==> src/rtl/alu_mc.sv <==
// Multi-cycle handshaked ALU: 8-op map, modulo via an iterative restoring divider.
// Define ALU_FLAGS_EN to add the {dz, carry, zero} flags port and its registers.
module alu_mc #(
    parameter int WIDTH = 8
) (
    input  logic             clk,
    input  logic             rst_n,
    input  logic             in_valid,
    output logic             in_ready,
    input  logic [WIDTH-1:0] A,
    input  logic [WIDTH-1:0] B,
    input  logic [2:0]       ctrl,
    output logic             out_valid,
    input  logic             out_ready,
    output logic [WIDTH-1:0] y
`ifdef ALU_FLAGS_EN
    ,
    output logic [2:0]       flags
`endif
);

    localparam int CW = (WIDTH > 2) ? $clog2(WIDTH) : 1;

    typedef enum logic [1:0] {
        IDLE = 2'd0,
        CALC = 2'd1,
        DONE = 2'd2
    } state_t;

    state_t           state_q, state_d;
    logic [WIDTH-1:0] y_q, y_d;
    logic [WIDTH-1:0] rem_q, rem_d;
    logic [WIDTH-1:0] quo_q, quo_d;
    logic [WIDTH-1:0] b_q, b_d;
    logic [CW-1:0]    cnt_q, cnt_d;

    logic [WIDTH-1:0] op_res;
    logic [WIDTH:0]   rem_shift;
    logic [WIDTH:0]   rem_diff;
    logic [WIDTH-1:0] rem_step;
    logic [WIDTH-1:0] quo_step;
    logic             accept;

`ifdef ALU_FLAGS_EN
    logic [2:0] flags_q, flags_d;
    logic       op_carry;
`endif

    // rst_n gates in_ready so nothing is accepted while reset is held.
    assign in_ready  = (state_q == IDLE) && rst_n;
    assign accept    = in_valid && in_ready;
    assign out_valid = (state_q == DONE);
    assign y         = y_q;

    always_comb begin
        op_res = A;
        case (ctrl)
            3'b000:  op_res = A + B;
            3'b010:  op_res = A - B;
            3'b011:  op_res = B - A;
            3'b100:  op_res = {A[WIDTH-2:0], 1'b0};
            3'b101:  op_res = A ^ B;
            3'b110:  op_res = A & B;
            3'b111:  op_res = A | B;
            default: op_res = A;
        endcase
    end

`ifdef ALU_FLAGS_EN
    // Add carry-out shows up as the truncated sum wrapping below A.
    always_comb begin
        op_carry = 1'b0;
        case (ctrl)
            3'b000:  op_carry = (op_res < A);
            3'b010:  op_carry = (A < B);
            3'b011:  op_carry = (B < A);
            3'b100:  op_carry = A[WIDTH-1];
            default: op_carry = 1'b0;
        endcase
    end
    assign flags = flags_q;
`endif

    // One restoring step: a negative trial difference leaves its MSB set.
    always_comb begin
        rem_shift = {rem_q, quo_q[WIDTH-1]};
        rem_diff  = rem_shift - {1'b0, b_q};
        if (!rem_diff[WIDTH]) begin
            rem_step = rem_diff[WIDTH-1:0];
            quo_step = {quo_q[WIDTH-2:0], 1'b1};
        end else begin
            rem_step = rem_shift[WIDTH-1:0];
            quo_step = {quo_q[WIDTH-2:0], 1'b0};
        end
    end

    always_comb begin
        state_d = state_q;
        y_d     = y_q;
        rem_d   = rem_q;
        quo_d   = quo_q;
        b_d     = b_q;
        cnt_d   = cnt_q;
`ifdef ALU_FLAGS_EN
        flags_d = flags_q;
`endif
        case (state_q)
            IDLE: begin
                if (accept) begin
                    b_d = B;
                    if (ctrl == 3'b001 && B != '0) begin
                        rem_d   = '0;
                        quo_d   = A;
                        cnt_d   = CW'(WIDTH - 1);
                        state_d = CALC;
                    end else begin
                        y_d     = op_res;
                        state_d = DONE;
`ifdef ALU_FLAGS_EN
                        flags_d = {ctrl == 3'b001, op_carry, op_res == '0};
`endif
                    end
                end
            end
            CALC: begin
                rem_d = rem_step;
                quo_d = quo_step;
                if (cnt_q == '0) begin
                    y_d     = rem_step;
                    state_d = DONE;
`ifdef ALU_FLAGS_EN
                    flags_d = {2'b00, rem_step == '0};
`endif
                end else begin
                    cnt_d = cnt_q - CW'(1);
                end
            end
            DONE: begin
                if (out_ready) begin
                    state_d = IDLE;
                end
            end
            default: state_d = IDLE;
        endcase
    end

    always_ff @(posedge clk) begin
        if (!rst_n) begin
            state_q <= IDLE;
            y_q     <= '0;
            rem_q   <= '0;
            quo_q   <= '0;
            b_q     <= '0;
            cnt_q   <= '0;
`ifdef ALU_FLAGS_EN
            flags_q <= '0;
`endif
        end else begin
            state_q <= state_d;
            y_q     <= y_d;
            rem_q   <= rem_d;
            quo_q   <= quo_d;
            b_q     <= b_d;
            cnt_q   <= cnt_d;
`ifdef ALU_FLAGS_EN
            flags_q <= flags_d;
`endif
        end
    end

endmodule

==> config.mk <==
export PLATFORM = sky130hd
export DESIGN_NAME = alu_mc
export DESIGN_NICKNAME = d
export VERILOG_FILES = /design/src/rtl/alu_mc.sv
export SDC_FILE = /design/constraint.sdc
export NUM_CORES = 1
export LEC_CHECK = 0
export ABC_AREA = 1
export ABC_CLOCK_PERIOD_IN_PS = 3000
export CORE_MARGIN = 4
export CORE_UTILIZATION = 36
export DETAILED_ROUTE_END_ITERATION = 10
export GPL_TIMING_DRIVEN = 0
export PLACE_DENSITY = 0.62
export SLEW_MARGIN = 20
export SYNTH_ARGS = -nofsm -noshare
export SYNTH_HDL_FRONTEND = slang
export SYNTH_SLANG_ARGS = --single-unit
==> constraint.sdc <==
create_clock -name clk -period 3 [get_ports clk]
set_clock_uncertainty 0.05 [all_clocks]
set_input_delay 0.45 -clock clk [delete_from_list [all_inputs] [get_ports clk]]
set_output_delay 0.45 -clock clk [all_outputs]
set_load 0.005 [all_outputs]
Word level (Yosys, flattened, before mapping)
Index checks and enable logic that the tools add are counted. W data, S select, Z words.

Output and inout port bits: 10. Latch bits: 0. Logic and storage cells: 64. Bits in writable memories: 0. Memories: 0. Bits in read-only memories: 0. Flip-flop bits (word level): 37. Bits of input ports: 23.

$mul: 0. Mux-type cells: 22. Divide/modulo/power cells: 0. $add $sub $neg: 5. Reductions and logical operators: 13. Bitwise operators: 3. Shift-type cells: 0. Equal/unequal tests: 15. $lt $le $gt $ge: 0.

Operators by type and width (count): $mux W8 (8); $pmux W8 S7 (1); $pmux W8 S2 (3); $sub A8 B8 Y8 (2); $eq A3 B3 Y1 const B (4); $mux W3 (3); $sub A9 B8 Y9 (1); $add A8 B8 Y8 (1); $and A8 B8 Y8 (1); $mux W2 (4); $ne A2 B2 Y1 const B (4); $or A8 B8 Y8 (1); $reduce_and A4 Y1 (2); $reduce_bool A8 Y1 (1); $xor A8 B8 Y8 (1); $eq A3 B2 Y1 const B (2); $logic_not A3 Y1 (2); $pmux W2 S3 (1); $pmux W3 S2 (1); $reduce_and A3 Y1 (2); $ne A2 B1 Y1 const B (2); $eq A3 B1 Y1 const B (1); $logic_and A1 B1 Y1 (3); $sub A3 B1 Y3 const B (1); other kinds (6) (6).

Depth between registers and ports, before layout
Gate-level depths: netlist of run 1.

Word-level depth: 5. Mapped depth: 20. Depth with buffers taken out: 20.

Worst setup path after synthesis of run 1
No wires, ideal clock.

Kind: in2reg. Start point: input port A[0]. End point: register y_q[7], in the netlist y[7]. Cell stages on the path: 19. Slack: 527 ps. Data arrival time: 2314 ps. Path buffers: 0. Path through: inv_1 ha_1 inv_1 nor3_1 inv_1 o31ai_1 xor2_1 ha_1 a21o_1 nor2_1 nand2_1 inv_1 nand2_1 nand3_1 nand2_1 nand2_1 nand3_1 nand2_1 inv_1.

Longest elaborated chain between the ends: 5. Elaborated cells between the ends (all ways): 7.

Ends and longest elaborated chain: start, declared (RTL line 10) `input logic [WIDTH-1:0] A,`; $sub A8 B8 Y8 (tied with other cells) (RTL line 60) `3'b011: op_res = B - A;`; $pmux W8 S7 * (RTL line 57) `case (ctrl)`; $mux W8 * (RTL line 111) `if (ctrl == 3'b001 && B != '0) begin`; $mux W8 * (RTL line 109) `if (accept) begin`; $pmux W8 S2 * (RTL line 107) `case (state_q)`; end signal, assigned (RTL line 160) `y_q <= y_d;`; end, declared (RTL line 31) `logic [WIDTH-1:0] y_q, y_d;`.

Every way passes the cells marked *; elsewhere a longest branch is shown, timed or not. The select of a mux whose other input is x is not followed. A chain may end at the register's enable or synchronous reset.

Final worst setup path of run 1
Start point: input port A[2]. End point: register y_q[6], in the netlist y[6].

Same word-level chain as after synthesis.

==> key figures, run 1 <==
Outcome
  • Status: finished, final reports clean

Synthesis
  • Share of the synthesized area in the top cell type: 21.6%
  • Syn nets: 597
  • Netlist area before placement: 3420 µm²
  • Synth warn: 0
  • Post-Synthesis Cells: 530
  • Seq cells post-synth: 37
  • Sequential share of the synthesized area: 21.6%
  • Synth top area cells: dfxtp_1 22%, ha_1 15%, nand2_1 10%
  • Synth cell types: 40
  • Area leader, netlist: dfxtp_1
  • Average size of a mapped cell: 6.46 µm²

Clocking
  • CTS tree: built
  • Root buf cell: clkbuf_8
  • Clock slew at reported path FFs: 0.07 ns
  • CTS Buf Count: 5
  • Sinks on Clock Net: 37
  • Post-CTS Hold Buffers: 0
  • CTS H-Tree Depth: 2
  • Clock Path Buffers: 2
  • Clock Latency Late Sink: ~0.29 ns

STA
  • Hold Vio Cnt, Final: 0
  • Final setup viols: 0
  • WHS: between 0.4 and 0.5 ns
  • Setup ws final: between 0.2 and 0.3 ns
  • Min Tclk post-route: 2.74 ns
  • Fmax: 365 MHz
  • RSZ-0062 raised after global routing: no
  • Slew of the pin with the lowest slew margin: 0.509 ns
  • Slew margin rel.: 66.0%
  • Slew Viols, Final: 0
  • Final period utilization: 91.3%

Finish
  • Layout overhead on the synthesized area: 18.9%
  • Antenna Cells: 0
  • Reg area: 741 µm²
  • Share of cells above drive strength 1: under 10%
  • Multi-input gate area: 2310 µm²
  • Post-route cell area: 4070 µm²
  • Fillers: 1,016
  • Nets: 641
  • Final Util: 44.1%

Setup path
  • Critical path class: in2reg
  • Critical Path Source: A[2]
  • CP startpoint kind: input pin
  • CP cell instances: dlygate4sd2_1 -> nor2_1 -> nand2_1 -> o31ai_2 -> xor2_1 -> ha_1 -> nand2_1 -> or2_2 -> nand3_1 -> nand2_1 -> nand3_1 -> nand3_1 -> nand2_1 -> nand3_1 -> nand2_1 -> inv_1
  • Reg2reg start: quo_q[7]$_SDFFE_PN0P_
  • Arr. time, crit path: 2.88 ns
  • CP dominant cell by count: nand2_1
  • Worst Path Required: around 3.1 ns
  • Slowest stage delay, CP: 0.37 ns
  • Maximum fanout along the worst path: 7
  • Endpoint class of the critical path: flop
  • Slowest cell on the critical path: ha_1

Floorplan
  • Core Rows: 35
  • Ports: 33
  • Horiz. Die Dim: around 110 µm
  • Total die area: 11,100 µm²
  • Chip height: 106 µm
  • Starting density of the core: 37.0%
  • Core footprint: 9240 µm²

Flow run
  • Max cap viols: 0

Placement
  • Dpl cell area: approximately 4000 µm²
  • Number of port buffers: 31
  • Hpwl dp: 7.95 mm
  • DP Worst Slack: -0.545 ns
  • RePlAce Congestion: roughly 0.95

Global routing
  • Vias in the first global route: 3,400
  • Initial antenna violation count: 0
  • First-pass GRT wire length: between 15 and 20 mm
  • Grt ovf: 0
  • Largest net degree at the start of global routing: 12
  • Gr usage total: about 18%

Drt
  • DRC viols: 0
  • Final wirelength: 9.82 mm
  • DRT iter0 DRCs: 226
  • ANT nets after route: 0
  • Via-to-Cell Ratio: 5.01
  • Wire length on met3: 347 µm
  • Highest Signal Layer: met4
  • Via count: 3,530
  • TritonRoute pass-1 iters: 4
  • WL per Instance: ~14 µm
  • Metal2 WL: approximately 4.6 mm
  • Wl on met1: 4.74 mm

Pwr
  • P per Cell Area: 352 nW/µm²
  • Pleak: 0.00200 µW
  • VDD IR-drop max: 0.312 mV

Min path
  • HP Start: quo_q[5]$_SDFFE_PN0P_
  • Worst hold path type: reg2reg
-- flip-flops by register name, indices dropped and copies added (netlist names) --
register / flops
cnt_q: 3
b_q: 8
rem_q: 8
quo_q: 8
state_q: 2
y: 8
-- Yosys cell counts, drive strengths merged --
cell    instances
a211oi          5
clkbuf          5
nand4          13
nor3            9
nor2           56
a21boi          1
o21bai          1
buf             7
o221ai          3
o21a            1
xor2            7
o211ai          3
fa              3
nand3b          2
or2             6
dfxtp          37
o21ai          37
nand3          51
o31ai           2
inv            87
and2            1
xnor2           2
nand2          97
a21o            1
a21oi          47
nor4            1
ha             41
a31oi           4
-- final timing paths --
| kind | slack (ns) | endpoint | depth (start not counted) |
|---|---|---|---|
| worst max-delay path | 0.26 | y[6]$_SDFFE_PN0P_ | 16 |
| worst min-delay path | 0.42 | quo_q[5]$_SDFFE_PN0P_ | 2 |
| worst max register to register | 0.64 | y[7]$_SDFFE_PN0P_ | 15 |
| worst min register to register | 0.42 | quo_q[5]$_SDFFE_PN0P_ | 2 |
-- final cells by class --
class                      count  area share [%]
buffer                        12            1.57
clock buffer                   7            2.37
clock inverter                 1           0.123
inverter                      87            8.02
multi-input combinational    394            56.8
sequential                    37            18.2
tap                          129            3.96
timing repair buffer          37            8.94
-- kinds of logic (layout without fill, tap and decap cells) --
logic type / Yosys count / count (layout) / share of synthesized area (%)
compound gates: 105 / 105 / 17.1
xor+xnor: 9 / 9 / 2.30
simple gates: 236 / 236 / 30.8
fa+ha+maj: 44 / 44 / 16.7
flops: 37 / 37 / 21.6
buf+inv: 99 / 144 / 11.4
-- worst max-delay path: cells and delay by family --
family / cells / cell delay (ns)
xor+xnor: 1 / 0.11
compound gates: 1 / 0.24
buf+inv: 2 / 0.38
fa+ha+maj: 1 / 0.37
simple gates: 11 / 1.32
-- per-stage QoR --
stage	total power, µW	cells	TNS, ns
6_report	1430	704	0
5_1_grt	1540	704	0
4_1_cts	1430	700	0
3_5_place_dp	1040	690	-2.53
3_3_place_gp	1040	690	-2.33
2_1_floorplan	874	530	0
-- cell usage in the layout (no fill, tap or decap), types with 3 or more instances in the layout --
cell type / netlist / final
nand2_1: 94 / 94
inv_1: 79 / 77
nor2_1: 54 / 54
nand3_1: 50 / 50
a21oi_1: 46 / 45
ha_1: 41 / 41
dfxtp_1: 37 / 37
o21ai_0: 30 / 30
clkdlybuf4s50_1: 0 / 23
nand4_1: 13 / 13
inv_2: 8 / 10
buf_4: 2 / 8
nor3_1: 7 / 7
xor2_1: 7 / 7
o21ai_1: 7 / 7
clkbuf_8: 0 / 7
or2_2: 6 / 6
dlymetal6s2s_1: 0 / 6
clkbuf_1: 5 / 5
a31oi_1: 4 / 4
a211oi_1: 4 / 4
nand2_2: 3 / 3
buf_2: 3 / 3
o221ai_1: 3 / 3
o211ai_1: 3 / 3
fa_1: 3 / 3
-- layer usage --
layer  GRT usage [%]  vias up
li1                -     1834
met1            24.1     1624
met2            30.5       63
met3            2.27        9
met4            3.70        0
met5               0        -
-- repair_timing --
action / in CTS / in global routing
buffers inserted: 2 / 4
resized for setup: 4 / 12
setup endpoints to repair: 5 / 5
-- where the power goes --
part	switching, µW	leakage [µW]	internal [µW]
registers	14.0	0.000301	515
clock network	182	0.0000542	208
logic	312	0.00164	202
(Power assumes the default switching activity.)
==> inputs of run 2 (changes only) <==
Settings changed: ABC_CLOCK_PERIOD_IN_PS 3000 to 2400, PLACE_DENSITY 0.62 to 0.64.
Clock period 3 ns to 2.4 ns, I/O delays scaled along.
==> run 2 against run 1 <==
  * Wire length up 3.8%
  * Combinational power up 42%
  * Cell count up 1.4%
  * Critical path depth up 4
  * Non-clock buffer count up 9
  * Worst hold slack worse by 0.087 ns
  * Power up 27%
  * Sequential share of layout area down 0.87 points
  * Sequential cell count unchanged
  * First-iteration DRC count down 8.4%
  * Via count up 3.5%
  * Clock-buffer cell count up 1
  * Critical endpoint is now y[7]$_SDFFE_PN0P_
  * Largest power group is now combinational cells
==> key figures, run 2 (synthesis results as in run 1) <==
Outcome
  • Status: finished, final reports clean

Pwr
  • Switch Pwr: 665 µW
  • Total power: 1820 µW
  • P per Cell Area: 425 nW/µm²
  • Sequential share of power: 36.5%
  • VDD IR-drop max: 0.264 mV
  • Clock network fraction of total power: 23.3%
  • Sw Ratio: a little over a third
  • Pleak: 0.00203 µW
  • Logic pwr share: 40.2%
  • Int Power: 1150 µW

Drt
  • DRC viols: 0
  • Via count: 3,654
  • Final wirelength: 10.2 mm
  • TritonRoute pass-1 iters: 5
  • DRT iter0 DRCs: 207
  • Via-to-Cell Ratio: ~5.1
  • WL per Instance: around 14 µm
  • ANT nets after route: 0

Finish
  • Multi-input gate area: 2460 µm²
  • Share of cells above drive strength 1: 16.4%
  • Reg area: between 700 and 800 µm²
  • Antenna Cells: 0
  • Post-route cell area: 4280 µm²
  • Final Util: between 40 and 50%
  • Nets: 651
  • Fillers: 948
  • Layout overhead on the synthesized area: 24.9%
  • Commonest non-fill, non-tap cell in the layout: nand2_1
  • Commonest cells after routing, fill and taps aside: 83 x nand2_1, 74 x inv_1, 53 x nor2_1

Clocking
  • Clock Latency Late Sink: 0.29 ns
  • CTS Buf Count: 5
  • Root buf cell: clkbuf_8
  • CTS tree: built
  • CTS H-Tree Depth: 2
  • Clock slew at reported path FFs: 0.07 ns
  • Clock Path Buffers: 2
  • Sinks on Clock Net: 37

Setup path
  • Slowest cell on the critical path: ha_1
  • Reg2reg start: quo_q[7]$_SDFFE_PN0P_
  • R2R Setup Slk: 0.16 ns
  • Worst Path Required: between 2 and 3 ns
  • CP cell instances: buf_12 -> buf_12 -> nor2_2 -> nand2_2 -> o31ai_4 -> xor2_1 -> ha_1 -> buf_4 -> nand2_2 -> nor2_1 -> nor2_1 -> nand2_1 -> inv_1 -> nand2_1 -> nand3_2 -> nand2_2 -> nand2_2 -> nand3_2 -> nand2_1 -> inv_1
  • Cells on worst reg2reg path: 13
  • Worst R2R End: rem_q[3]$_SDFFE_PN0P_
  • CP startpoint kind: input pin
  • Endpoint class of the critical path: flop
  • Critical Path Stages: 20
  • Critical Path Source: A[1]
  • CP bufs+invs: 5
  • Maximum fanout along the worst path: 4
  • CP dominant cell by count: nand2_2
  • Critical path class: in2reg
  • Arr. time, crit path: about 2.5 ns
  • Top Family by Delay on Critical Path: simple AND/OR/NAND/NOR gates
  • CP endpoint: y[7]$_SDFFE_PN0P_
  • Slowest stage delay, CP: a little under 0.3 ns

STA
  • RSZ-0062 raised after global routing: yes
  • Slew Viols, Final: 0
  • Setup ws final: 0.0588 ns
  • Final setup viols: 0
  • Final period utilization: between 90% and 100%
  • Fmax: 427 MHz
  • Hold Vio Cnt, Final: 0
  • Slew margin rel.: between 60% and 70%
  • WHS: 0.333 ns
  • Min Tclk post-route: 2.34 ns
  • Slew of the pin with the lowest slew margin: about 0.52 ns

Floorplan
  • Chip height: 106 µm
  • Ports: 33
  • Starting density of the core: 37.0%
  • Core footprint: 9240 µm²
  • Horiz. Die Dim: 106 µm
  • Core Rows: 35
  • Total die area: 11,100 µm²

Global routing
  • Initial antenna violation count: 0
  • Gr usage total: roughly 18%
  • Vias in the first global route: 3,360
  • First-pass GRT wire length: ~16 mm
  • Grt ovf: 0
  • Largest net degree at the start of global routing: 11

Min path
  • Worst hold path type: in2reg

Placement
  • Hpwl dp: between 7 and 8 mm
  • DP Worst Slack: -1.02 ns
  • Dpl cell area: 3890 µm²
  • RePlAce Congestion: 0.918
  • Number of port buffers: 31

Flow run
  • Max cap viols: 0
-- run 2: cell types whose count changed in the layout (fill, tap and decap cells not counted), sizes merged --
cell           change
buf               +12
clkbuf             +5
dlymetal6s2s       -4
clkdlybuf4s50      -3
inv                -1
nand3              +1
-- run 2: timing repair --
action,CTS,global route
buffers inserted,6,10
cloned,0,1
pin swaps,7,21
resized for setup,38,51
endpoints found under the setup margin,7,19
hold buffers,0,0
-- run 2: how the worst min path moves through the flow --
stage,startpoint,to,cells past startpoint
after floorplan,quo_q[5]$_SDFFE_PN0P_,quo_q[5]$_SDFFE_PN0P_,2
after global placement,quo_q[5]$_SDFFE_PN0P_,quo_q[5]$_SDFFE_PN0P_,2
after detailed placement,quo_q[6]$_SDFFE_PN0P_,quo_q[6]$_SDFFE_PN0P_,2
after CTS,rst_n,y[1]$_SDFFE_PN0P_,3
after global routing,rst_n,quo_q[2]$_SDFFE_PN0P_,3
final,rst_n,y[1]$_SDFFE_PN0P_,3
-- run 2: per-stage QoR --
stage               TNS [ns]  cells
detailed placement     -7.19    690
finish                     0    714
CTS                        0    704
global placement       -7.13    690
floorplan                  0    530
global route          -0.152    714
-- run 2: worst register-to-register path: stages (launching register included) --
cell and delay [ns]:
dfxtp_1 0.33, inv_1 0.06, ha_1 0.14, inv_1 0.07, fa_2 0.39, nand3_1 0.12, nand2_2 0.08, nand3_2 0.09
nand2_1 0.07, nand2_2 0.09, nand2_2 0.09, buf_6 0.16, o211ai_1 0.26, a21oi_1 0.10
-- run 2: metal layers --
layer / track usage [%] / vias up / wire length [µm]
met5: 0 / - / 0
met3: 1.96 / 19 / 386
li1: - / 1854 / -
met4: 4.81 / 0 / 214
met1: 24.4 / 1691 / 4690
met2: 30.1 / 90 / 4910
-- run 2: cell type report --
class	instances	area share, %
Tap cell	129	3.77
Clock buffer	8	1.87
Inverter	87	7.99
Buffer	12	1.58
Sequential cell	37	17.3
Multi-Input combinational cell	395	57.5
Timing Repair Buffer	46	9.92
-- run 2: power by group through the flow --
stage	sequential, µW	clock [µW]	combinational [µW]
after global routing	666	461	813
final	662	423	730
after CTS	662	438	664
after detailed placement	676	0	626
after global placement	675	0	616
after floorplan	673	0	419
==> inputs of run 3 (changes only) <==
Settings changed: SLEW_MARGIN 20 to not set.
==> results of run 3 <==
No change in the layout: final DEF, timing and power equal those of run 2.
